==> src/rtl/sample_output_i2s.sv <==
// I2S output stage for the voice mixer: master-volume gain, scale/saturate to
// 16 bits, a one-deep pending buffer, and a 64-BCLK mono-duplicated frame.
module sample_output_i2s #(
  parameter int BCLK_DIV = 8,
  parameter int SHIFT    = 8
) (
  input  logic               i_clk,
  input  logic               i_reset,
  input  logic signed [23:0] i_sample,
  input  logic               i_sample_valid,
  input  logic [7:0]         i_volume,
  output logic               o_bclk,
  output logic               o_lrclk,
  output logic               o_sdata,
  output logic               o_underrun,
  output logic               o_overrun
);

  localparam int               DIV_W    = $clog2(BCLK_DIV);
  localparam logic [DIV_W-1:0] DIV_LAST = DIV_W'(BCLK_DIV - 1);
  localparam int               SCALE_SH = 8 + SHIFT;

  // Gain stage
  logic signed [32:0] sample_ext;
  logic signed [32:0] gain_ext;
  logic signed [32:0] prod_d, prod_q;
  logic               prod_vld_d, prod_vld_q;

  // Scale stage
  logic signed [32:0] shifted;
  logic [15:0]        scaled;
  logic               pend_wr;

  // Pending buffer and frame
  logic [15:0]        pend_d, pend_q;
  logic               full_d, full_q;
  logic [15:0]        frame_d, frame_q;
  logic               underrun_d, underrun_q;
  logic               overrun_d, overrun_q;

  // Bit clock and serializer
  logic [DIV_W-1:0]   div_cnt_d, div_cnt_q;
  logic               bclk_d, bclk_q;
  logic               div_wrap;
  logic               bclk_fall;
  logic               frame_load;
  logic [5:0]         bit_cnt_d, bit_cnt_q;
  logic [4:0]         slot_pos;
  logic               lrclk_d, lrclk_q;
  logic               sdata_d, sdata_q;

  // Volume is captured together with the sample; gain = (vol+1)/256.
  always_comb begin
    // NOTE: every signal written here gets a default first, so no path can infer a latch.
    sample_ext = {{9{i_sample[23]}}, i_sample};
    gain_ext   = {24'd0, {1'b0, i_volume} + 9'd1};
    prod_vld_d = i_sample_valid;
    prod_d     = prod_q;
    if (i_sample_valid) begin
      prod_d = sample_ext * gain_ext;
    end
  end

  always_comb begin
    shifted = prod_q >>> SCALE_SH;
    pend_wr = prod_vld_q;
    if (shifted > 33'sd32767) begin
      scaled = 16'h7FFF;
    end else if (shifted < -33'sd32768) begin
      scaled = 16'h8000;
    end else begin
      scaled = shifted[15:0];
    end
  end

  // BCLK toggles on every divider wrap; the frame advances on its falling edge.
  always_comb begin
    div_wrap   = (div_cnt_q == DIV_LAST);
    div_cnt_d  = div_wrap ? '0 : div_cnt_q + 1'b1;
    bclk_d     = div_wrap ? ~bclk_q : bclk_q;
    bclk_fall  = div_wrap & bclk_q;
    frame_load = bclk_fall & (bit_cnt_q == 6'd63);
    bit_cnt_d  = bclk_fall ? bit_cnt_q + 6'd1 : bit_cnt_q;
  end

  always_comb begin
    pend_d     = pend_q;
    full_d     = full_q;
    frame_d    = frame_q;
    underrun_d = 1'b0;
    overrun_d  = 1'b0;
    if (frame_load) begin
      if (full_q) begin
        // Older pending goes out first; a coincident write refills the buffer.
        frame_d = pend_q;
        if (pend_wr) begin
          pend_d = scaled;
        end else begin
          full_d = 1'b0;
        end
      end else if (pend_wr) begin
        frame_d = scaled;
      end else begin
        underrun_d = 1'b1;
      end
    end else if (pend_wr) begin
      pend_d    = scaled;
      full_d    = 1'b1;
      overrun_d = full_q;
    end
  end

  // Both slots carry the same word: position 1..16 within a half-frame is MSB..LSB.
  always_comb begin
    slot_pos = bit_cnt_d[4:0];
    lrclk_d  = lrclk_q;
    sdata_d  = sdata_q;
    if (bclk_fall) begin
      lrclk_d = bit_cnt_d[5];
      if ((slot_pos != 5'd0) && (slot_pos <= 5'd16)) begin
        sdata_d = frame_q[4'(5'd16 - slot_pos)];
      end else begin
        sdata_d = 1'b0;
      end
    end
  end

  always_ff @(posedge i_clk) begin
    if (i_reset) begin
      prod_q     <= '0;
      prod_vld_q <= 1'b0;
      pend_q     <= '0;
      full_q     <= 1'b0;
      frame_q    <= '0;
      underrun_q <= 1'b0;
      overrun_q  <= 1'b0;
      div_cnt_q  <= '0;
      bclk_q     <= 1'b0;
      bit_cnt_q  <= '0;
      lrclk_q    <= 1'b0;
      sdata_q    <= 1'b0;
    end else begin
      // NOTE: state updates use <= so every flop samples pre-edge values regardless of order.
      prod_q     <= prod_d;
      prod_vld_q <= prod_vld_d;
      pend_q     <= pend_d;
      full_q     <= full_d;
      frame_q    <= frame_d;
      underrun_q <= underrun_d;
      overrun_q  <= overrun_d;
      div_cnt_q  <= div_cnt_d;
      bclk_q     <= bclk_d;
      bit_cnt_q  <= bit_cnt_d;
      lrclk_q    <= lrclk_d;
      sdata_q    <= sdata_d;
    end
  end

  assign o_bclk     = bclk_q;
  assign o_lrclk    = lrclk_q;
  assign o_sdata    = sdata_q;
  assign o_underrun = underrun_q;
  assign o_overrun  = overrun_q;

endmodule

==> config.mk <==
export PLATFORM = sky130hd
export DESIGN_NAME = sample_output_i2s
export DESIGN_NICKNAME = d
export VERILOG_FILES = /design/src/rtl/sample_output_i2s.sv
export SDC_FILE = /design/constraint.sdc
export NUM_CORES = 1
export LEC_CHECK = 0
export ABC_AREA = 1
export CORE_ASPECT_RATIO = 1.25
export CORE_UTILIZATION = 57
export CTS_CLUSTER_SIZE = 16
export DETAILED_ROUTE_END_ITERATION = 16
export PLACE_DENSITY_LB_ADDON = 0.1
export SYNTH_ARGS = -nofsm -noshare
export SYNTH_HDL_FRONTEND = slang
export SYNTH_SLANG_ARGS = --single-unit
==> constraint.sdc <==
create_clock -name i_clk -period 5.25 [get_ports i_clk]
set_input_delay 0.7875 -clock i_clk [delete_from_list [all_inputs] [get_ports i_clk]]
set_output_delay 0.7875 -clock i_clk [all_outputs]
set_load 0.01 [all_outputs]
==> reports/metrics.csv <==
stage,metric,value,unit
status,status,"complete, but fails checks",
status,failing checks,setup timing,
sta,final worst path period need,5.679,ns
setup_path,Arrival @ worst endpoint,5.90,ns
finish,antenna fix cells,0,
placement,Port Buffers,39,
global_routing,initial antenna violation count,0,
logic_synthesis,largest area contributor in the netlist,fa_1,
floorplan,Top Ports,40,
sta,max-slew violation count,0,
global_routing,number of global-route vias before repair,10490,
logic_synthesis,synthesized-area fraction occupied by and/or/nand/nor cells,0.2384,
logic_synthesis,"FF+latch count, synth",65,
setup_path,CP required,5.47,ns
detailed_routing,drt via density,5.231,
placement,Final Wtd Congestion,0.9189,
setup_path,RR Startpoint,div_cnt_q[0],
finish,Layout Nets,2020,
detailed_routing,TritonRoute pass-1 iters,7,
logic_synthesis,most common cell in the synthesized netlist,inv_1,
placement,HPWL after DPL,22810,um
sta,final hold violation count,0,
finish,filler instances,1168,
sta,Least-Margin Pin Slew,0.9969,ns
logic_synthesis,Synth Area in Adders,0.4067,
logic_synthesis,Mapped Nets,1803,
sta,Final period util,1.082,
detailed_routing,drt total wl,30580,um
global_routing,pin count of the biggest net entering global routing,42,
detailed_routing,drc violations,0,
detailed_routing,vias,10310,
sta,f_max,0.1761,GHz
sta,unrepaired setup endpoints after global routing,yes,
clock_tree,Clock Sink Count,65,
logic_synthesis,Cells after Synth,1521,
sta,setup TNS,-4.935,ns
logic_synthesis,post-synthesis cell type count,43,
clock_tree,hold_buf cts,0,
clock_tree,clock tree buffer depth,2,
floorplan,# rows,55,
setup_path,Reg2Reg Depth,14,
setup_path,type of the worst setup path,primary input to flop,
setup_path,crit path launch,i_volume[3],
logic_synthesis,fraction of registers with async set/reset,0,
clock_tree,root buf cell,clkbuf_16,
detailed_routing,drt initial violations,396,
logic_synthesis,synth top area cells,"fa_1 (32%), dfxtp_1 (12%), inv_1 (12%), nand2_1 (12%), ha_1 (8.4%)",
floorplan,Die Area,19530,sq um
finish,area delta synth->final,37.45,%
logic_synthesis,post-synthesis xor/xnor area fraction,0.01042,
setup_path,CP Max Fanout,7,
logic_synthesis,post-synthesis mux area share,0,
sta,Final Skew,0.007478,ns
sta,Rel. slew slack,0.3345,
hold_path,Hold Path Stages,1,
setup_path,crit path launch type,primary input,
logic_synthesis,Post-synth EDFFs,0,
setup_path,CP endpoint kind,flop,
hold_path,Min-Delay Path Class,flop to flop,
finish,Register Area,1301,sq um
global_routing,total gr overflow,0,
logic_synthesis,YS warnings,0,
sta,worst setup slack after layout,-0.4290,ns
clock_tree,CTS Buf Count,9,
clock_tree,clk_lat worst skew,0.33,ns
clock_tree,htree depth,3,
sta,final setup vio count,17,
logic_synthesis,post-synthesis cell area,10810,sq um
logic_synthesis,Synth top cells by count,"inv_1 (342), nand2_1 (334), nor2_1 (214)",
sta,Hold Slack,0.4162,ns
logic_synthesis,Synth Flop Type,dfxtp_1,
logic_synthesis,register area share after synthesis,0.1204,
job,Max-Cap Viols,0,
global_routing,Overall Global Routing Usage,0.3112,
clock_tree,Worst-path clk slew,0.05,ns
global_routing,first-pass GRT wire length,48380,um
logic_synthesis,synthesized area per cell,7.108,sq um
finish,Multi-input gate area,9400,sq um
logic_synthesis,Compound-Gate Fraction of Synth Area,0.08622,
detailed_routing,"antenna viol nets, final",0,
clock_tree,CTS tree,done,
logic_synthesis,Yosys top cell area share,0.3222,
finish,layout cells sized above 1,0.3253,
floorplan,Die Y-Extent,156.0,um
hold_path,Hold Startpoint,div_cnt_q[0],
floorplan,Initial Util,0.5906,
logic_synthesis,largest family of logic cells by synthesized area,adder cells,
floorplan,width of the die,125.2,um
finish,final core occ,0.8118,
floorplan,core area,18310,sq um
detailed_routing,Wirelength per Cell,15.51,um
==> sequential cells by signal, indices dropped and copies added, names as in the netlist <==
name and cells:
pend_q 16, div_cnt_q 3, full_q 1, prod_q 17
o_sdata 1, frame_q 16, o_underrun 1, o_bclk 1
bit_cnt_q 6, pend_wr 1, o_overrun 1, o_lrclk 1
==> worst max-delay path, stage by stage <==
cell and delay (ns):
buf_2 0.11, nand4_1 0.12, buf_4 0.17, o21ai_2 0.15, nand2_4 0.08, buf_12 0.15
buf_4 0.15, nor2_2 0.15, fa_2 0.49, fa_1 0.57, fa_2 0.45, fa_1 0.55
inv_2 0.05, fa_1 0.52, inv_2 0.05, ha_4 0.29, buf_6 0.11, nand2_4 0.05
inv_2 0.08, nand2_4 0.07, nor4_2 0.21, nand2_1 0.17, nand3_2 0.10, nand2_1 0.06
nor2_2 0.14, nor2_1 0.05
==> cells by family after synthesis <==
group,after synthesis
DFF,65
AOI/OAI and AO/OA,178
adders and majority gates,247
xor gates and xnor gates,9
buffers and inverters,389
and+or+nand+nor,633
==> metal layers <==
layer / GRT usage / share of wire
met5: 0 / 0
met4: 0.1487 / 0.051
met3: 0.02881 / 0.035
met2: 0.5927 / 0.52
met1: 0.3485 / 0.39
==> worst paths after layout <==
path	endpoint	slack [ns]
max	prod_q[27]	-0.43
min	div_cnt_q[0]	0.42
max reg2reg	o_sdata	2.74
min reg2reg	div_cnt_q[0]	0.42
==> area by class of cell <==
cell class	instances	area share
inverter	347	0.08984
clock buffer	9	0.01516
timing repair buffer	247	0.1501
tap	228	0.01920
timing repair inverter	1	0.0007578
sequential	65	0.08756
clock inverter	7	0.004799
multi-input combinational	1067	0.6326
==> through the flow <==
stage                     instances  setup WS [ns]  area, sq um
after global placement         1917         -1.180        13170
after CTS                      1963        -0.2622        14230
after floorplan                1521       -0.06057        11370
after detailed placement       1917         -1.257        13170
final                          1971        -0.4290        14860
after global routing           1971        -0.5869        14860
==> repair_timing <==
action                     in CTS  in global routing
pin swaps                      89                136
setup buffers                  27                 11
cloned                          3                  1
setup endpoints to repair      17                 17
resized for setup             187                173
hold endpoints to repair        0                  0
==> cell usage in the layout (no fill, tap or decap), types with 4 or more instances in the layout <==
master and count:
fa_2 22, nand4_1 6, nor3_4 4, nand3_2 11
ha_4 26, nand2_2 67, ha_1 45, a21oi_4 7
clkinv_4 4, inv_4 6, nor2_4 26, fa_1 152
o21bai_1 4, clkdlybuf4s50_1 31, buf_6 23, a21oi_2 19
buf_12 12, buf_4 171, a21oi_1 48, nor2_2 32
o21ai_0 79, nand2_1 243, inv_2 52, nor2_1 159
xor2_1 4, o21ai_1 5, nand2_4 27, inv_1 285
clkbuf_16 10, nand3_1 34, o21ai_2 7, dfxtp_1 65
Power is left out: the tool's default activity adds up to more than one toggle a clock period on the data nets, which glitch-free logic cannot reach.
